**src/rtl/tone_pkg.sv**
```systemverilog
// Shared definitions for the tone period decoder: note count, FSM encoding and
// the note-to-period function used to build the period ROM.
package tone_pkg;

    localparam int NOTE_NUM = 48;
    localparam int NOTE_W   = 6;

    typedef enum logic [1:0] {
        S_IDLE  = 2'd0,
        S_ARM   = 2'd1,
        S_MEAS  = 2'd2,
        S_MATCH = 2'd3
    } state_t;

    // 2^(k/12) scaled by 1e6, so the period table is built with integer math only
    function automatic longint semitone_ratio(input int k);
        case (k)
            0:       return 64'sd1000000;
            1:       return 64'sd1059463;
            2:       return 64'sd1122462;
            3:       return 64'sd1189207;
            4:       return 64'sd1259921;
            5:       return 64'sd1334840;
            6:       return 64'sd1414214;
            7:       return 64'sd1498307;
            8:       return 64'sd1587401;
            9:       return 64'sd1681793;
            10:      return 64'sd1781797;
            11:      return 64'sd1887749;
            default: return 64'sd1000000;
        endcase
    endfunction

    // round(clk_hz / f_i), f_i = 130.81 Hz * 2^((i-1)/12); indices outside 1..48 give 0
    function automatic longint note_period(input int i, input longint clk_hz);
        longint den;
        int     oct;
        int     semi;
        if (i < 1 || i > NOTE_NUM) begin
            return 64'sd0;
        end
        oct  = (i - 1) / 12;
        semi = (i - 1) % 12;
        den  = 64'sd13081 * (64'sd1 <<< oct) * semitone_ratio(semi);
        return (clk_hz * 64'sd100_000_000 + den / 2) / den;
    endfunction

endpackage

```
**src/rtl/tone_period_table.sv**
```systemverilog
// Combinational ROM: note index (0..63) to nominal tone period in clock cycles.
// Entries outside 1..48 read as zero.
module tone_period_table
    import tone_pkg::*;
#(
    parameter int CLK_HZ   = 100_000_000,
    parameter int PERIOD_W = 24
) (
    input  logic [NOTE_W-1:0]   i_idx,
    output logic [PERIOD_W-1:0] o_period
);

    localparam int     ROM_DEPTH = 1 << NOTE_W;
    localparam longint PMAX      = (64'sd1 <<< PERIOD_W) - 64'sd1;

    logic [PERIOD_W-1:0] w_rom [0:ROM_DEPTH-1];

    // Every entry is an elaboration-time constant; oversize periods clamp to the counter range
    for (genvar g = 0; g < ROM_DEPTH; g++) begin : g_rom
        localparam longint P = note_period(g, longint'(CLK_HZ));
        assign w_rom[g] = PERIOD_W'((P > PMAX) ? PMAX : P);
    end

    assign o_period = w_rom[i_idx];

endmodule

```
**src/rtl/tone_period_decoder.sv**
```systemverilog
// Measures the period of a 50% square tone and decodes it to a 6-bit note index.
// Optional feature: define NOTE_STABLE_EN to commit a note only after STABLE_CNT identical results.
module tone_period_decoder
    import tone_pkg::*;
#(
    parameter int CLK_HZ      = 100_000_000,
    parameter int PERIOD_W    = 24,
    parameter int TIMEOUT_CYC = 2_000_000,
    parameter int TOL_SHIFT   = 6,
    parameter int STABLE_CNT  = 3
) (
    input  logic                clk,
    input  logic                reset,
    input  logic                enable,
    input  logic                pwm_in,
    output logic [PERIOD_W-1:0] period,
    output logic                period_strobe,
    output logic [NOTE_W-1:0]   note_idx,
    output logic                note_valid,
    output logic                silent
);

    localparam logic [PERIOD_W-1:0] CNT_MAX      = '1;
    localparam logic [PERIOD_W-1:0] TIMEOUT_LAST = PERIOD_W'(TIMEOUT_CYC - 1);
    localparam logic [NOTE_W-1:0]   FIRST_IDX    = NOTE_W'(1);
    localparam logic [NOTE_W-1:0]   COMMIT_IDX   = NOTE_W'(NOTE_NUM + 1);
    localparam int                  RUN_W        = $clog2(STABLE_CNT + 1);
    localparam logic [RUN_W-1:0]    RUN_MAX      = RUN_W'(STABLE_CNT);
`ifdef NOTE_STABLE_EN
    localparam logic [RUN_W-1:0]    RUN_COMMIT   = RUN_W'(STABLE_CNT);
`else
    localparam logic [RUN_W-1:0]    RUN_COMMIT   = RUN_W'(1);
`endif

    logic                r_sync1;
    logic                r_sync2;
    logic                r_sync3;
    state_t              r_state;
    logic [PERIOD_W-1:0] r_count;
    logic [NOTE_W-1:0]   r_scan_idx;
    logic                r_found;
    logic [NOTE_W-1:0]   r_found_idx;
    logic [NOTE_W-1:0]   r_cand;
    logic [RUN_W-1:0]    r_run;

    logic                w_rise;
    logic [PERIOD_W-1:0] w_cnt_inc;
    logic                w_timeout;
    logic [PERIOD_W-1:0] w_tbl;
    logic [PERIOD_W-1:0] w_tol;
    logic signed [PERIOD_W:0] w_diff;
    logic [PERIOD_W:0]   w_abs;
    logic                w_hit;
    logic [NOTE_W-1:0]   w_result;
    logic [RUN_W-1:0]    w_run_next;
    logic                w_commit;

    // Two flops bring pwm_in into the clock domain, the third gives the edge reference
    always_ff @(posedge clk) begin
        if (!reset) begin
            r_sync1 <= 1'b0;
            r_sync2 <= 1'b0;
            r_sync3 <= 1'b0;
        end else begin
            r_sync1 <= pwm_in;
            r_sync2 <= r_sync1;
            r_sync3 <= r_sync2;
        end
    end

    assign w_rise    = r_sync2 & ~r_sync3;
    assign w_cnt_inc = (r_count == CNT_MAX) ? r_count : r_count + 1'b1;
    assign w_timeout = (r_count >= TIMEOUT_LAST);

    tone_period_table #(
        .CLK_HZ   (CLK_HZ),
        .PERIOD_W (PERIOD_W)
    ) u_table (
        .i_idx    (r_scan_idx),
        .o_period (w_tbl)
    );

    assign w_tol  = w_tbl >> TOL_SHIFT;
    assign w_diff = $signed({1'b0, period}) - $signed({1'b0, w_tbl});
    assign w_abs  = w_diff[PERIOD_W] ? $unsigned(-w_diff) : $unsigned(w_diff);
    assign w_hit  = (w_abs <= {1'b0, w_tol});

    // Run length of identical scan results; with RUN_COMMIT = 1 every result commits
    assign w_result   = r_found ? r_found_idx : '0;
    assign w_run_next = ((w_result == r_cand) && (r_run != '0))
                        ? ((r_run == RUN_MAX) ? r_run : r_run + 1'b1)
                        : RUN_W'(1);
    assign w_commit   = (w_run_next >= RUN_COMMIT);

    // Disable behaves exactly like reset so a dropped enable also aborts a scan in flight
    always_ff @(posedge clk) begin
        if (!reset || !enable) begin
            r_state       <= S_IDLE;
            r_count       <= '0;
            r_scan_idx    <= '0;
            r_found       <= 1'b0;
            r_found_idx   <= '0;
            r_cand        <= '0;
            r_run         <= '0;
            period        <= '0;
            period_strobe <= 1'b0;
            note_idx      <= '0;
            note_valid    <= 1'b0;
            silent        <= 1'b1;
        end else begin
            period_strobe <= 1'b0;
            case (r_state)
                S_IDLE: begin
                    r_count <= '0;
                    r_state <= S_ARM;
                end
                S_ARM: begin
                    if (w_rise) begin
                        r_count <= '0;
                        r_state <= S_MEAS;
                    end else if (w_timeout) begin
                        r_count    <= '0;
                        r_run      <= '0;
                        note_idx   <= '0;
                        note_valid <= 1'b0;
                        silent     <= 1'b1;
                    end else begin
                        r_count <= w_cnt_inc;
                    end
                end
                S_MEAS: begin
                    if (w_rise) begin
                        period        <= w_cnt_inc;
                        period_strobe <= 1'b1;
                        r_count       <= '0;
                        r_scan_idx    <= FIRST_IDX;
                        r_found       <= 1'b0;
                        r_found_idx   <= '0;
                        r_state       <= S_MATCH;
                    end else if (w_timeout) begin
                        r_count    <= '0;
                        r_run      <= '0;
                        note_idx   <= '0;
                        note_valid <= 1'b0;
                        silent     <= 1'b1;
                        r_state    <= S_ARM;
                    end else begin
                        r_count <= w_cnt_inc;
                    end
                end
                S_MATCH: begin
                    r_count <= w_rise ? '0 : w_cnt_inc;
                    // One table entry per cycle; the extra cycle at COMMIT_IDX writes the result
                    if (r_scan_idx == COMMIT_IDX) begin
                        silent  <= 1'b0;
                        r_cand  <= w_result;
                        r_run   <= w_run_next;
                        if (w_commit) begin
                            note_idx   <= w_result;
                            note_valid <= r_found;
                        end
                        r_state <= S_MEAS;
                    end else begin
                        if (w_hit && !r_found) begin
                            r_found     <= 1'b1;
                            r_found_idx <= r_scan_idx;
                        end
                        r_scan_idx <= r_scan_idx + 1'b1;
                    end
                end
                default: r_state <= S_IDLE;
            endcase
        end
    end

endmodule

```
**config.mk**
```make
export PLATFORM = sky130hd
export DESIGN_NAME = tone_period_decoder
export DESIGN_NICKNAME = d
export VERILOG_FILES = /design/src/rtl/tone_pkg.sv /design/src/rtl/tone_period_table.sv /design/src/rtl/tone_period_decoder.sv
export SDC_FILE = /design/constraint.sdc
export NUM_CORES = 1
export LEC_CHECK = 0
export BUFFER_PORTS_ARGS = -buffer_cell sky130_fd_sc_hd__buf_4
export CAP_MARGIN = 20
export CELL_PAD_IN_SITES_DETAIL_PLACEMENT = 0
export CELL_PAD_IN_SITES_GLOBAL_PLACEMENT = 1
export CORE_ASPECT_RATIO = 0.75
export CORE_MARGIN = 8
export CORE_UTILIZATION = 35
export CTS_CLUSTER_DIAMETER = 120
export DETAILED_ROUTE_END_ITERATION = 12
export PLACE_DENSITY_LB_ADDON = 0.1
export SLEW_MARGIN = 20
export SYNTH_ARGS = -nofsm -noshare
export SYNTH_HDL_FRONTEND = slang
export SYNTH_SLANG_ARGS = --single-unit
```
**constraint.sdc**
```tcl
create_clock -name clk -period 13.5 [get_ports clk]
set_clock_uncertainty 0.2 [all_clocks]
set_input_delay 2.025 -clock clk [delete_from_list [all_inputs] [get_ports clk]]
set_output_delay 2.025 -clock clk [all_outputs]
set_load 0.03 [all_outputs]
```
==> impl_metrics.tcl <==
set metrics [dict create \
    status "completed" \
    antenna_found_initial 0 \
    portBuffers 36 \
    dp.final_hpwl_um 18300 \
    synth_xor_area_share_pct 6.25 \
    synth_top_family_by_area "compound AO/OA/AOI/OAI gates" \
    core_region_area_um2 20300 \
    drt_pass1_iterations 5 \
    max_freq_ghz 0.117 \
    crit_path_frequent_cell "a211oi_1" \
    clk_pin_slew_worst_paths_ns 0.07 \
    synthesis.nets 1044 \
    cts_hold_buf 0 \
    endpoint_kind "register" \
    drive_above_1_share_pct 9.55 \
    slowest_delay_ns 0.67 \
    pwr-share-comb_pct 7.6 \
    cts_tree "built" \
    finalCritPeriodShare_pct 63.2 \
    power_density_nw_per_um2 68.4 \
    ys_seq_area_share_pct 20.8 \
    rsz0062_at_grt "no" \
    clk_path_buf_depth 2 \
    overflow 0 \
    worst_slack_ns 4.96 \
    relSlewSlack_pct 40.7 \
    cts_buffers 9 \
    power_frac_clock_pct 51.6 \
    pin_count 37 \
    cp-start-kind "register" \
    final_nets 1037 \
    cp-startpoint "r_scan_idx[1]$_SDFFE_PP0P_" \
    fin_crit_ns 8.54 \
    regToRegStartpoint "r_scan_idx[1]$_SDFFE_PP0P_" \
    die_w_um 182 \
    pwr-share-seq_pct 40.8 \
    antenna_cells 0 \
    syn_area_um2 7230 \
    synth_fa_ha_area_share_pct 9.45 \
    globalRouteTotalUtil_pct 18.5 \
    min_from "r_sync1$_SDFF_PN0_" \
    finalSetupViolCount 0 \
    antenna_left 0 \
    fin_setup_tns_ns 0 \
    p_leak_nw 3.01 \
    max_cap_violations 0 \
    synth_edf_count 0 \
    yosys.area_share.simple_pct 26.5 \
    grt_pass1_wl_um 38200 \
    path_class "reg -> reg" \
    die_area_um2 25500 \
    insertion_delay_ns 0.34 \
    hp-class "reg -> reg" \
    die_y_um 140 \
    hold_viol 0 \
    switchingPower_mw 0.121 \
    grt_max_degree 72 \
    area_delta_synth_final_pct 10.3 \
    viasPerCell 5.76 \
    ctsResizeCount 0 \
    post-cts-setup-buffers 0 \
    final_cell_area_um2 7970 \
    routed_wl_um 24200 \
    rows 45 \
    async_reset_ff_share_pct 0 \
    dr_total_vias 7154 \
    dr.first_iter.drc_count 778 \
    tightest_slew_ns 0.889 \
    ys_ff_latch 75 \
    synth_compound_area_share_pct 29.3 \
    place_area_um2 7620 \
    crit_required_ns 13.52 \
    wl_per_cell_um 19.5 \
    p_int_mw 0.424 \
    gp_congestion 0.870 \
    dp_slack_ns 5.09 \
    crit_fanout 13 \
    cp_slowest_cell "a211oi_1" \
    clock-sinks 75 \
    start_util_pct 35.6 \
    drv_slew 0 \
    first_global_vias 6545 \
    syn_avg_cell_area_um2 7.33 \
    p_sw_share_pct 22.2 \
    drc 0 \
    cts_root_buf "clkbuf_16" \
    muxShareOfSynthArea_pct 2.44 \
    synthFlopType "dfxtp_1" \
    synth_cell_types 82 \
    htree_levels 3 \
    yosysWarnings 0 \
    crit_arrival_ns 8.55 \
    synth_cells 986 \
    peakVddDrop_v 0.0000669 \
]
final timing paths:
check | endpoint | cells past startpoint | slack, ns
max | r_found_idx[5]$_SDFFE_PP0P_ | 29 | 4.96
min | r_sync2$_SDFF_PN0_ | 1 | 0.23
max reg2reg | r_found_idx[5]$_SDFFE_PP0P_ | 29 | 4.96
min reg2reg | r_sync2$_SDFF_PN0_ | 1 | 0.23
flip-flops by register name, summed over array words and instances, names as in the netlist, 2 cells and up:
signal and count:
note_idx 6, period 24, r_count 24, r_found_idx 6, r_scan_idx 6, r_state 2
area by class of cell:
| type | instances | area [µm²] |
|---|---|---|
| clock inverters | 6 | 111 |
| clock buffers | 10 | 239 |
| well taps | 258 | 323 |
| repair buffers | 47 | 353 |
| fillers | 2140 | 12300 |
| flip-flops and latches | 75 | 1510 |
| multi-input cells | 820 | 5340 |
| inverters | 26 | 97.6 |
critical path: cells and delay by family (launching register included):
| family | cells | cell delay, ns |
|---|---|---|
| DFF | 1 | 0.33 |
| and+or+nand+nor | 12 | 2.83 |
| xor gates and xnor gates | 1 | 0.17 |
| AOI/OAI and AO/OA | 11 | 3.18 |
| adders and majority gates | 3 | 1.13 |
| muxes | 1 | 0.18 |
| buffers and inverters | 1 | 0.35 |
power groups by stage:
stage,logic (mW),registers [mW],clock network (mW)
2_1_floorplan,0.0311,0.227,0
3_3_place_gp,0.0413,0.227,0
3_5_place_dp,0.0405,0.227,0
4_1_cts,0.0408,0.222,0.288
5_1_grt,0.0455,0.222,0.298
6_report,0.0414,0.222,0.282
logic make-up after synthesis:
group | after synthesis
AO/OA/AOI/OAI | 309
XOR/XNOR | 50
adder cells (fa/ha/maj) | 54
buffers and inverters | 91
flip-flops | 75
multiplexers | 15
AND/OR/NAND/NOR | 392
metal layers:
metal	share of wire [%]	GRT usage (%)
met5	0	0
met4	1.7	5.08
met3	5.6	2.40
met2	38	24.5
met1	55	29.7
per-stage QoR:
step,std cells,total power [mW],hold slack (ns),util (%)
2_1_floorplan,986,0.258,0.212,-
3_3_place_gp,1226,0.269,0.215,37.6
3_5_place_dp,1226,0.268,0.219,37.6
4_1_cts,1242,0.551,0.233,39.3
5_1_grt,1242,0.566,0.258,39.3
6_report,1242,0.545,0.232,39.3
placed cells by master (no fill, tap or decap), types with 11 or more instances in the layout:
cell type	count
dfxtp_1	72
xor2_1	25
o21a_1	12
inv_1	24
xnor2_1	24
buf_4	47
a21o_1	11
nand3_1	21
nor2_1	140
a21oi_1	73
mux2i_1	12
o21ai_0	57
a211oi_1	46
nand4_1	15
ha_1	53
nor3_1	41
nand2_1	81
nor2b_1	19
synth_stat cells, types with 6 or more instances:
| master | number | area share, % |
|---|---|---|
| buf_1 | 9 | 0.47 |
| o31ai_1 | 9 | 0.93 |
| a21o_1 | 11 | 1.1 |
| ha_1 | 53 | 9.2 |
| inv_1 | 24 | 1.2 |
| a31oi_1 | 7 | 0.61 |
| o221ai_1 | 7 | 0.85 |
| and3_1 | 8 | 0.69 |
| or3_1 | 10 | 0.87 |
| o21ai_0 | 57 | 3.9 |
| o21ai_1 | 6 | 0.42 |
| a211oi_1 | 46 | 4.8 |
| o211ai_1 | 10 | 1.0 |
| nor2_1 | 140 | 7.3 |
| nand2b_1 | 8 | 0.69 |
| a22oi_1 | 6 | 0.62 |
| nand4_1 | 15 | 1.3 |
| mux2i_1 | 12 | 1.7 |
| o21a_1 | 12 | 1.2 |
| nand3_1 | 21 | 1.5 |
| nand2_1 | 81 | 4.2 |
| dfxtp_1 | 75 | 21 |
| xor2_1 | 25 | 3.0 |
| a21oi_1 | 73 | 5.1 |
| nor3_1 | 41 | 2.8 |
| nor2b_1 | 19 | 1.6 |
| and2_1 | 10 | 0.87 |
| xnor2_1 | 24 | 2.9 |
| clkbuf_1 | 48 | 2.5 |
| o31a_1 | 6 | 0.73 |
| nor3b_1 | 6 | 0.62 |
(Power assumes the default switching activity.)
